### src/rtl/alu_pkg.sv
// Opcode encoding shared with the 8-bit ALU, plus the sequencer FSM state type.
package alu_pkg;

  typedef logic [2:0] opcode_t;

  localparam opcode_t OP_ADD   = 3'b000;  // a + b + c_in
  localparam opcode_t OP_ASUBB = 3'b001;  // a + ~b + c_in
  localparam opcode_t OP_BSUBA = 3'b010;  // b + ~a + ~c_in
  localparam opcode_t OP_OR    = 3'b011;
  localparam opcode_t OP_AND   = 3'b100;
  localparam opcode_t OP_ANDN  = 3'b101;  // ~a & b
  localparam opcode_t OP_XOR   = 3'b110;
  localparam opcode_t OP_XNOR  = 3'b111;

  typedef enum logic [1:0] {
    IDLE = 2'd0,
    RUN  = 2'd1,
    DONE = 2'd2
  } state_t;

endpackage

### src/rtl/alu_mb_seq_if.sv
// Command and result handshake bundle of alu_mb_seq.
// res_ovf exists only when ALU_MB_SEQ_OVF_EN is defined.
interface alu_mb_seq_if #(
  parameter int NBYTES = 4
);
  logic                  cmd_valid;
  logic                  cmd_ready;
  logic [2:0]            cmd_oper;
  logic [8*NBYTES-1:0]   cmd_a;
  logic [8*NBYTES-1:0]   cmd_b;
  logic                  cmd_cin;

  logic                  res_valid;
  logic                  res_ready;
  logic [8*NBYTES-1:0]   res_data;
  logic                  res_cout;
  logic                  res_zero;
`ifdef ALU_MB_SEQ_OVF_EN
  logic                  res_ovf;
`endif

  // master: datapath controller issuing commands and consuming results
  modport master (
    output cmd_valid, cmd_oper, cmd_a, cmd_b, cmd_cin, res_ready,
    input  cmd_ready, res_valid, res_data, res_cout, res_zero
`ifdef ALU_MB_SEQ_OVF_EN
    , input res_ovf
`endif
  );

  modport slave (
    input  cmd_valid, cmd_oper, cmd_a, cmd_b, cmd_cin, res_ready,
    output cmd_ready, res_valid, res_data, res_cout, res_zero
`ifdef ALU_MB_SEQ_OVF_EN
    , output res_ovf
`endif
  );

endinterface

### src/rtl/alu_mb_seq.sv
// Multi-byte sequencer driving an external 8-bit ALU one byte per cycle, LSB first.
// Define ALU_MB_SEQ_OVF_EN to add the signed-overflow result flag.
module alu_mb_seq
  import alu_pkg::*;
#(
  parameter int NBYTES = 4
) (
  input  logic         clk,
  input  logic         rst,
  alu_mb_seq_if.slave  bus,
  output opcode_t      alu_oper,
  output logic [7:0]   alu_a,
  output logic [7:0]   alu_b,
  output logic         alu_c_in,
  input  logic [7:0]   alu_sum,
  input  logic         alu_c_out
);

  localparam int IDX_W = (NBYTES > 1) ? $clog2(NBYTES) : 1;
  localparam logic [IDX_W-1:0] LAST_IDX = IDX_W'(NBYTES - 1);

  state_t                  state_q, state_d;
  opcode_t                 op_q;
  logic [NBYTES-1:0][7:0]  a_q, b_q, r_q, r_next;
  logic [IDX_W-1:0]        idx_q;
  logic                    cy_q, cout_q, zero_q;
  logic                    accept, last;

  function automatic logic is_arith(input opcode_t op);
    return (op == OP_ADD) || (op == OP_ASUBB) || (op == OP_BSUBA);
  endfunction

`ifdef ALU_MB_SEQ_OVF_EN
  logic ovf_q;

  function automatic logic ovf_calc(input opcode_t op, input logic a_msb,
                                    input logic b_msb, input logic r_msb);
    case (op)
      OP_ADD:   return (a_msb == b_msb) && (r_msb != a_msb);
      OP_ASUBB: return (a_msb != b_msb) && (r_msb != a_msb);
      OP_BSUBA: return (a_msb != b_msb) && (r_msb != b_msb);
      default:  return 1'b0;
    endcase
  endfunction
`endif

  assign accept = (state_q == IDLE) && bus.cmd_valid;
  assign last   = (state_q == RUN) && (idx_q == LAST_IDX);

  // Result as it will look after this cycle's byte lands; flags on DONE entry need it.
  always_comb begin
    r_next        = r_q;
    r_next[idx_q] = alu_sum;
  end

  always_ff @(posedge clk) begin
    if (rst) state_q <= IDLE;
    else     state_q <= state_d;
  end

  always_comb begin
    state_d       = state_q;
    bus.cmd_ready = 1'b0;
    bus.res_valid = 1'b0;
    alu_oper      = '0;
    alu_a         = '0;
    alu_b         = '0;
    alu_c_in      = 1'b0;
    case (state_q)
      IDLE: begin
        bus.cmd_ready = 1'b1;
        if (bus.cmd_valid) state_d = RUN;
      end
      RUN: begin
        alu_oper = op_q;
        alu_a    = a_q[idx_q];
        alu_b    = b_q[idx_q];
        alu_c_in = cy_q;
        if (last) state_d = DONE;
      end
      DONE: begin
        bus.res_valid = 1'b1;
        if (bus.res_ready) state_d = IDLE;
      end
      default: state_d = IDLE;
    endcase
  end

  // Operand capture: data only, loaded on the command handshake
  always_ff @(posedge clk) begin
    if (accept) begin
      op_q <= bus.cmd_oper;
      a_q  <= bus.cmd_a;
      b_q  <= bus.cmd_b;
    end
  end

  // Byte-serial stage: carry chain, result assembly and flags at the last byte.
  // For b-a the ALU inverts c_in, so the stored carry is pre-inverted to cancel it.
  always_ff @(posedge clk) begin
    if (rst) begin
      idx_q  <= '0;
      cy_q   <= 1'b0;
      r_q    <= '0;
      cout_q <= 1'b0;
      zero_q <= 1'b0;
`ifdef ALU_MB_SEQ_OVF_EN
      ovf_q  <= 1'b0;
`endif
    end else if (accept) begin
      idx_q <= '0;
      cy_q  <= bus.cmd_cin;
    end else if (state_q == RUN) begin
      idx_q <= idx_q + 1'b1;
      r_q   <= r_next;
      cy_q  <= (op_q == OP_BSUBA) ? ~alu_c_out : alu_c_out;
      if (last) begin
        cout_q <= is_arith(op_q) & alu_c_out;
        zero_q <= (r_next == '0);
`ifdef ALU_MB_SEQ_OVF_EN
        ovf_q  <= ovf_calc(op_q, a_q[NBYTES-1][7], b_q[NBYTES-1][7], alu_sum[7]);
`endif
      end
    end
  end

  assign bus.res_data = r_q;
  assign bus.res_cout = cout_q;
  assign bus.res_zero = zero_q;
`ifdef ALU_MB_SEQ_OVF_EN
  assign bus.res_ovf  = ovf_q;
`endif

endmodule
### src/flat_wrapper.sv
// flat-port wrapper written by rule: the top's interface ports become plain ports
module alu_mb_seq_flat import alu_pkg::*;
#(
  parameter int NBYTES = 4
)
  (clk, rst, alu_oper, alu_a, alu_b, alu_c_in, alu_sum, alu_c_out, bus_cmd_valid, bus_cmd_oper, bus_cmd_a, bus_cmd_b, bus_cmd_cin, bus_res_ready, bus_cmd_ready, bus_res_valid, bus_res_data, bus_res_cout, bus_res_zero);
  alu_mb_seq_if #(.NBYTES(NBYTES)) bus_i ();
  input  logic clk;
  input  logic rst;
  output opcode_t alu_oper;
  output logic [7:0] alu_a;
  output logic [7:0] alu_b;
  output logic alu_c_in;
  input  logic [7:0] alu_sum;
  input  logic alu_c_out;
  input wire logic [$bits(bus_i.cmd_valid)-1:0] bus_cmd_valid;
  input wire logic [$bits(bus_i.cmd_oper)-1:0] bus_cmd_oper;
  input wire logic [$bits(bus_i.cmd_a)-1:0] bus_cmd_a;
  input wire logic [$bits(bus_i.cmd_b)-1:0] bus_cmd_b;
  input wire logic [$bits(bus_i.cmd_cin)-1:0] bus_cmd_cin;
  input wire logic [$bits(bus_i.res_ready)-1:0] bus_res_ready;
  output wire logic [$bits(bus_i.cmd_ready)-1:0] bus_cmd_ready;
  output wire logic [$bits(bus_i.res_valid)-1:0] bus_res_valid;
  output wire logic [$bits(bus_i.res_data)-1:0] bus_res_data;
  output wire logic [$bits(bus_i.res_cout)-1:0] bus_res_cout;
  output wire logic [$bits(bus_i.res_zero)-1:0] bus_res_zero;
  assign bus_i.cmd_valid = bus_cmd_valid;
  assign bus_i.cmd_oper = bus_cmd_oper;
  assign bus_i.cmd_a = bus_cmd_a;
  assign bus_i.cmd_b = bus_cmd_b;
  assign bus_i.cmd_cin = bus_cmd_cin;
  assign bus_i.res_ready = bus_res_ready;
  assign bus_cmd_ready = bus_i.cmd_ready;
  assign bus_res_valid = bus_i.res_valid;
  assign bus_res_data = bus_i.res_data;
  assign bus_res_cout = bus_i.res_cout;
  assign bus_res_zero = bus_i.res_zero;
  alu_mb_seq #(.NBYTES(NBYTES)) u_core (.clk(clk), .rst(rst), .bus(bus_i), .alu_oper(alu_oper), .alu_a(alu_a), .alu_b(alu_b), .alu_c_in(alu_c_in), .alu_sum(alu_sum), .alu_c_out(alu_c_out));
endmodule
### config.mk
export PLATFORM = sky130hd
export DESIGN_NAME = alu_mb_seq_flat
export DESIGN_NICKNAME = d
export VERILOG_FILES = /design/src/rtl/alu_pkg.sv /design/src/rtl/alu_mb_seq_if.sv /design/src/rtl/alu_mb_seq.sv /design/src/flat_wrapper.sv
export SDC_FILE = /design/constraint.sdc
export NUM_CORES = 1
export LEC_CHECK = 0
export BUFFER_PORTS_ARGS = -buffer_cell sky130_fd_sc_hd__buf_2
export CORE_MARGIN = 2
export CORE_UTILIZATION = 51
export DETAILED_ROUTE_END_ITERATION = 8
export PLACE_DENSITY = 0.91
export RECOVER_POWER = 50
export SYNTH_ARGS = -nofsm -noshare
export SYNTH_HDL_FRONTEND = slang
export SYNTH_SLANG_ARGS = --single-unit
### constraint.sdc
create_clock -name clk -period 4.04 [get_ports clk]
set_clock_uncertainty 0.1 [all_clocks]
set_input_delay 1.01 -clock clk [delete_from_list [all_inputs] [get_ports clk]]
set_output_delay 1.01 -clock clk [all_outputs]
set_load 0.005 [all_outputs]
== Word-level counts from Yosys, hierarchy flattened ==
Index checks and enable logic that the tools add are counted.

* $lt $le $gt $ge: 2
* Mux-type cells: 20
* Reduce and logical (&&, ||, !) cells: 13
* Add/sub/neg operators: 1
* Equality and inequality tests: 8
* Bitwise logic cells: 3

{| class="wikitable"
|+ Operators with widths
! cell !! number
|-
| 2-to-1 mux 8 bit || 5
|-
| binary-select mux 8 bit (select 2 bit) || 2
|-
| bitwise mux 32 bit || 1
|-
| zero test 32 bit || 1
|-
| demux 8 bit (select 2 bit) || 1
|-
| 2-to-1 mux 1 bit || 6
|-
| 2-to-1 mux 2 bit || 3
|-
| case mux 2 bit (3 select lines) || 1
|-
| AND reduction 3 bit || 2
|-
| equality test 2 bit, second input constant || 2
|-
| inequality test 2 bit, second input constant || 2
|-
| equality test 3 x 1 -> 1 bit, second input constant || 1
|-
| equality test 3 x 2 -> 1 bit, second input constant || 1
|-
| logical AND 1 bit || 3
|-
| zero test 3 bit || 1
|-
| < comparator 2 x 3 -> 1 bit, second input constant || 1
|-
| 2-to-1 mux 3 bit || 1
|-
| adder 2 x 1 -> 2 bit, second input constant || 1
|-
| equality test 2 x 1 -> 1 bit, second input constant || 1
|-
| >= comparator 2 x 1 -> 1 bit, second input constant || 1
|-
| zero test 2 bit || 1
|-
| logical OR 1 bit || 2
|-
| inequality test 2 x 1 -> 1 bit, second input constant || 1
|-
| inverter 1 bit || 2
|-
| 4 further kinds || 4
|}

* Logic and storage cells: 65
* Register bits after elaboration: 106
* Output and inout bits: 56
* Bits of input ports: 81

== Depth between registers and ports, before layout ==
Gate-level depths: netlist of run 1.

* Depth in word-level cells: 6
* Depth in mapped cells: 8
* Gate-level depth less buffers: 6

== Worst setup path before layout of run 1 ==
No wires, ideal clock.

* Path kind: input to register
* Start: input port bus_cmd_valid
* End: register u_core.a_q[0] in the netlist's numbering, enable pin
* Required time: 3.487 ns
* Library setup time: 0.453 ns
* Buffers on the path: 1
* Cell stages on the path: 2
* Path slack: 0.444 ns
* Arrival time: 3.043 ns
* Path through: and2_1 > clkbuf_1

* Cells in the longest elaborated chain, start to end: 1

{| class="wikitable"
|+ Ends and longest elaborated chain
! item !! line !! RTL
|-
| start, declared || flat_wrapper.sv:16 || <nowiki>input wire logic [$bits(bus_i.cmd_valid)-1:0] bus_cmd_valid;</nowiki>
|-
| logical AND 1 bit || alu_mb_seq.sv:47 || <nowiki>assign accept = (state_q == IDLE) && bus.cmd_valid;</nowiki>
|-
| net u_core.accept || alu_mb_seq.sv:27 || <nowiki>logic accept, last;</nowiki>
|-
| end signal, assigned || alu_mb_seq.sv:93 || <nowiki>a_q <= bus.cmd_a;</nowiki>
|-
| end, declared || alu_mb_seq.sv:24 || <nowiki>logic [NBYTES-1:0][7:0] a_q, b_q, r_q, r_next;</nowiki>
|}

The timed path passes the listed nets, and every way through them passes these cells.
A chain may end at the register's enable or synchronous reset.

== Worst setup path after layout of run 1 ==
* Start: register u_core.idx_q[1]
* End: output port alu_b[5]

* Cells in the longest elaborated chain, start to end: 3

{| class="wikitable"
|+ Ends and longest elaborated chain
! item !! line !! RTL
|-
| start, declared || alu_mb_seq.sv:25 || <nowiki>logic [IDX_W-1:0] idx_q;</nowiki>
|-
| start signal, assigned || alu_mb_seq.sv:114 || <nowiki>idx_q <= idx_q + 1'b1;</nowiki>
|-
| binary-select mux 8 bit (select 2 bit) || alu_mb_seq.sv:77 || <nowiki>alu_b = b_q[idx_q];</nowiki>
|-
| 2-to-1 mux 8 bit (implied by the code) || alu_mb_seq.sv:77 ||
|-
| 2-to-1 mux 8 bit || alu_mb_seq.sv:69 || <nowiki>case (state_q)</nowiki>
|-
| end, declared || flat_wrapper.sv:12 || <nowiki>output logic [7:0] alu_b;</nowiki>
|}

Every way passes these cells. The select of a mux whose other input is x is not followed.

==> results of run 1 <==
final cells by class:
cell class	instances	area, sq um	area share, %
tap	105	131	2.50
sequential	106	2790	53.2
clock buffer	9	124	2.36
multi-input combinational	170	1420	27.0
inverter	4	15.0	0.286
clock inverter	7	61.3	1.17
timing repair buffer	142	709	13.5
routing by layer:
| layer | vias to the layer above | part of all wire, % | wire, microns |
|---|---|---|---|
| met5 | - | 0 | 0 |
| met4 | 0 | 2.0 | 184 |
| met3 | 15 | 8.1 | 733 |
| met2 | 133 | 50 | 4560 |
| met1 | 1431 | 40 | 3630 |
| li1 | 1368 | - | - |
stage by stage:
stage	utilization (%)	worst slack, ps	cells
floorplan	-	444	295
global placement	61.9	1330	527
detailed placement	61.9	1230	527
CTS	64.1	857	543
global route	63.9	637	543
finish	63.9	901	543
worst min-delay path by stage:
stage,to,slack [ps]
after floorplan,u_core.state_q[0]$_SDFFE_PP0P_,350
after global placement,u_core.bus.res_cout$_SDFFE_PP0P_,350
after detailed placement,u_core.bus.res_cout$_SDFFE_PP0P_,370
after CTS,u_core.bus.res_cout$_SDFFE_PP0P_,390
after global routing,u_core.bus.res_cout$_SDFFE_PP0P_,410
final,u_core.bus.res_cout$_SDFFE_PP0P_,380
critical path, delay by kind of cell (launching register included):
kind / cells / cell delay [ps]
buffers and inverters: 1 / 130
DFF: 1 / 950
muxes: 1 / 420
and+or+nand+nor: 1 / 180
synth_stat cells (2+ instances only):
library cell  count
mux4_2           14
mux4_1            2
inv_1             4
clkbuf_1          7
nand2_2           3
nand2_1           4
mux2i_1          35
a21oi_1           5
ha_1              6
a22oi_1           2
dfxtp_1          39
buf_2             4
edfxtp_1         67
nor4_1            4
nor2_1           39
nor3_1            9
and2_1           21
o21ai_0           3
nand2b_1          2
xnor2_1           2
buf_6             2
nor3b_1           3
cell families (layout without fill, tap and decap cells):
family                     Yosys count  in the layout  synth area share, %
AOI/OAI and AO/OA                   18             18                 2.82
xor gates and xnor gates             2              2                0.407
adders and majority gates            6              6                 1.74
buffers and inverters               19            162                 2.24
DFF                                106            106                 64.9
muxes                               51             51                 16.7
and+or+nand+nor                     93             93                 11.2
flip-flops by register name, summed over array words and instances (netlist names):
register             count
u_core.state_q           2
u_core.a_q              32
u_core.cy_q              1
u_core.bus.res_data     32
u_core.op_q              3
u_core.idx_q             2
u_core.bus.res_zero      1
u_core.b_q              32
u_core.bus.res_cout      1
power by group:
group / total [W] / leakage, nW / switching, W / internal (W)
clock network: 0.000610 / 0.0957 / 0.000372 / 0.000238
registers: 0.00123 / 0.954 / 0.0000210 / 0.00121
logic: 0.000204 / 1.27 / 0.000101 / 0.000102
==> results.json, run 1 <==
{
  "status": "finished, violations left",
  "violations": "capacitance limit, slew limit",
  "yosysTopAreaCell": "edfxtp_1",
  "power.total_w": 0.00204,
  "cap_violations": 1,
  "ios": 137,
  "report.final.slew_viol_count": 33,
  "crit_start": "u_core.idx_q[1]$_SDFFE_PP0N_",
  "worstPathArrival_ps": 2030,
  "crit_end": "alu_b[5]",
  "grt_max_degree": 41,
  "async_flop_share_pct": 0,
  "use_met1_pct": 24.9,
  "cts_buffers": 9,
  "cts_resized": 0,
  "dp_hpwl_mm": 6.70,
  "met2_usage_pct": 34.8,
  "globalplace.congestion": 0.809,
  "vdd_drop_max_uv": 272,
  "netlist_instances": 295,
  "htree_levels": 3,
  "start_kind": "flip-flop",
  "crit_fanout": 19,
  "clkSlewWorstSetupHoldPaths_ps": 110,
  "end_kind": "primary output",
  "final-setup-viol-count": 0,
  "antenna_found_initial": 0,
  "fmax_mhz": 319,
  "synth_top_area_share_pct": 46.7,
  "syn2layout_area_growth_pct": 21.9,
  "clkLatencyLatePin_ps": 360,
  "start_util_pct": 52.4,
  "final_area_sq_um": 5250,
  "cts_tree": "yes",
  "r2r_slack_ps": 1150,
  "drtIter0Drc": 114,
  "fin_crit_ps": 3140,
  "top_usage_layer": "met2",
  "syn-num-nets": 382,
  "required_ps": 2930,
  "rr_worst_depth": 3,
  "fill_cells": 625,
  "cts_root_buf": "clkbuf_8",
  "synth.ff_latch_count": 106,
  "layout_common_cells": "buf_2, edfxtp_1, nor2_1, dfxtp_1, mux2i_1",
  "power.leakage_nw": 2.32,
  "fin_setup_tns_ps": 0,
  "critPathMaxStageDelay_ps": 950,
  "cts_max_path_buffers": 2,
  "avgSynthCellArea_sq_um": 14.6,
  "path_class": "reg2out",
  "final_antenna_net_count": 0,
  "track_usage_pct": 20.5,
  "r2r_end": "u_core.b_q[14]$_DFFE_PP_",
  "syn-cell-area_sq_um": 4310,
  "drc_errors": 0,
  "placed_area_sq_um": 5080,
  "holdBufCountCts": 0,
  "final.period_utilization_pct": 77.7,
  "rsz0062_at_grt": "no",
  "vias": 2947,
  "synth_cell_types": 40,
  "fin_nets": 520,
  "ys_warn_count": 0,
  "drive_gt1_share_pct": 37.0,
  "drtPass1Iterations": 4,
  "grt.overflow.total": 0,
  "cpMaxStageDelayCell": "dfxtp_1",
  "netlist_top_cells_area": "edfxtp_1, dfxtp_1, mux2i_1",
  "synth_edf_count": 67,
  "cts.sinks": 106,
  "viasPerCell": 5.43,
  "die_x_microns": 95.9,
  "grt_first_pass_wirelength_mm": 14.1,
  "hp-class": "reg2reg",
  "die-area_sq_um": 9190,
  "crit_chain": "mux4_2, and2_1, buf_2",
  "hold_start": "u_core.bus.res_cout$_SDFFE_PP0P_",
  "die_h_microns": 95.9,
  "diodes": 0,
  "num_rows": 33,
  "wirelength_mm": 9.10,
  "rr_startpoint": "u_core.state_q[1]$_SDFFE_PP0P_",
  "grt_pass1_vias": 2914,
  "tightest_slew_ps": 1860,
  "mostFrequentLayoutCell": "buf_2",
  "synth_flop_cell": "edfxtp_1",
  "maxSlewHeadroom_pct": -24.2,
  "core_region_area_sq_um": 8220,
  "post_cts_buffers": 0,
  "avgRoutedWirePerCell_microns": 16.8,
  "finalHoldViolations": 0,
  "ys_seq_area_share_pct": 64.9,
  "whs_path_depth": 2,
  "cellPowerDensity_nw_per_um2": 389,
  "hold_slack_ps": 380,
  "met3_usage_pct": 5.95,
  "port_buffers": 136
}
Note: power is estimated with default switching activity, not from simulation.
==> run 2, diff against run 1 <==
==> constraint.sdc (replaced) <==
create_clock -name clk -period 3.15 [get_ports clk]
set_clock_uncertainty 0.1 [all_clocks]
set_input_delay 0.7875 -clock clk [delete_from_list [all_inputs] [get_ports clk]]
set_output_delay 0.7875 -clock clk [all_outputs]
set_load 0.005 [all_outputs]
==> results.json, run 2 (same netlist as run 1, synthesis figures left out) <==
{
  "rsz0062_at_grt": "no",
  "track_usage_pct": 20.5,
  "hold_slack_ps": 380,
  "hold_start": "u_core.bus.res_cout$_SDFFE_PP0P_",
  "power.leakage_nw": 2.28,
  "fin_nets": 522,
  "mostFrequentLayoutCell": "buf_2",
  "crit_chain": "buf_4, mux4_1, and2_1, buf_2",
  "die-area_sq_um": 9190,
  "wirelength_mm": 8.96,
  "rr_startpoint": "u_core.state_q[0]$_SDFFE_PP0P_",
  "port_buffers": 136,
  "htree_levels": 3,
  "cts_resized": 0,
  "r2r_end": "u_core.b_q[28]$_DFFE_PP_",
  "final_area_sq_um": 5250,
  "finalHoldViolations": 0,
  "diodes": 0,
  "dp.cells": 529,
  "final.period_utilization_pct": 86.4,
  "die_h_microns": 95.9,
  "cap_violations": 0,
  "path_class": "reg2out",
  "num_rows": 33,
  "cts_buffers": 9,
  "cts.sinks": 106,
  "fin_setup_tns_ps": 0,
  "grt_pass1_vias": 2972,
  "final-setup-viol-count": 0,
  "antenna_found_initial": 0,
  "cts_root_buf": "clkbuf_8",
  "fmax_mhz": 367,
  "required_ps": 2260,
  "globalplace.congestion": 0.761,
  "fin_crit_ps": 2720,
  "rr_worst_depth": 3,
  "whs_path_depth": 2,
  "placed_area_sq_um": 5100,
  "grt_first_pass_wirelength_mm": 14.1,
  "clkLatencyLatePin_ps": 360,
  "layout_common_cells": "buf_2, edfxtp_1, nor2_1, dfxtp_1, mux2i_1",
  "post_cts_buffers": 0,
  "worstPathArrival_ps": 1830,
  "start_util_pct": 52.4,
  "core_region_area_sq_um": 8220,
  "vdd_drop_max_uv": 282,
  "hp-class": "reg2reg",
  "critPathMaxStageDelay_ps": 590,
  "end_kind": "primary output",
  "vias": 2907,
  "status": "completed",
  "clkSlewWorstSetupHoldPaths_ps": 100,
  "crit_fanout": 11,
  "syn2layout_area_growth_pct": 22.0,
  "viasPerCell": 5.33,
  "maxSlewHeadroom_pct": 7.13,
  "dp_hpwl_mm": 6.58,
  "cts_tree": "yes",
  "grt.overflow.total": 0,
  "holdBufCountCts": 0,
  "cellPowerDensity_nw_per_um2": 502,
  "report.final.slew_viol_count": 0,
  "tightest_slew_ps": 1390,
  "drc_errors": 0,
  "ios": 137,
  "power.total_w": 0.00263,
  "r2r_slack_ps": 670,
  "final_cells": 545,
  "drive_gt1_share_pct": 35.0,
  "start_kind": "flip-flop",
  "cpMaxStageDelayCell": "mux4_1",
  "drtPass1Iterations": 4,
  "grt_max_degree": 40,
  "cts_max_path_buffers": 2,
  "fill_cells": 612,
  "avgRoutedWirePerCell_microns": 16.4,
  "hold-path-endpoint": "u_core.bus.res_cout$_SDFFE_PP0P_",
  "drtIter0Drc": 124,
  "die_x_microns": 95.9,
  "final_antenna_net_count": 0
}
run 2: through the flow:
step / util, % / worst slack [ps]
finish: 63.9 / 428
floorplan: - / 807
CTS: 64.4 / 391
detailed placement: 62.0 / 804
global route: 63.9 / 317
global placement: 62.0 / 836
run 2: layout make-up:
type | count | area, sq um | area share (%)
clock buffers | 9 | 124 | 2.36
clock inverters | 7 | 66.3 | 1.26
inverters | 4 | 15.0 | 0.286
multi-input cells | 170 | 1420 | 27.0
flip-flops and latches | 106 | 2790 | 53.2
well taps | 105 | 131 | 2.50
repair buffers | 144 | 708 | 13.5
run 2: metal layers:
| layer | wire, microns | GRT usage, % |
|---|---|---|
| met1 | 3540 | 24.3 |
| met2 | 4410 | 35.3 |
| met3 | 880 | 7.20 |
| met4 | 122 | 6.07 |
| met5 | 0 | 0 |
run 2: power breakdown:
part / internal [W] / leakage [nW] / total [W] / switching [W]
registers: 0.00155 / 0.954 / 0.00157 / 0.0000233
clock network: 0.000310 / 0.0922 / 0.000800 / 0.000490
logic: 0.000131 / 1.24 / 0.000265 / 0.000133
total: 0.00199 / 2.28 / 0.00263 / 0.000647
run 2: worst max-delay path by stage:
stage                                 startpoint                  endpoint
CTS                 u_core.idx_q[0]$_SDFFE_PP0N_                  alu_a[4]
global route        u_core.idx_q[0]$_SDFFE_PP0N_                  alu_a[4]
global placement    u_core.idx_q[0]$_SDFFE_PP0N_                  alu_a[4]
finish              u_core.idx_q[0]$_SDFFE_PP0N_                  alu_a[4]
detailed placement  u_core.idx_q[0]$_SDFFE_PP0N_                  alu_a[4]
floorplan                          bus_cmd_valid  u_core.cy_q$_SDFFE_PP0P_
run 2: worst max-delay path: cells and delay by family, from the launching register on:
family | cells | cell delay (ps)
and+or+nand+nor | 1 | 190
DFF | 1 | 340
muxes | 1 | 590
buffers and inverters | 2 | 370
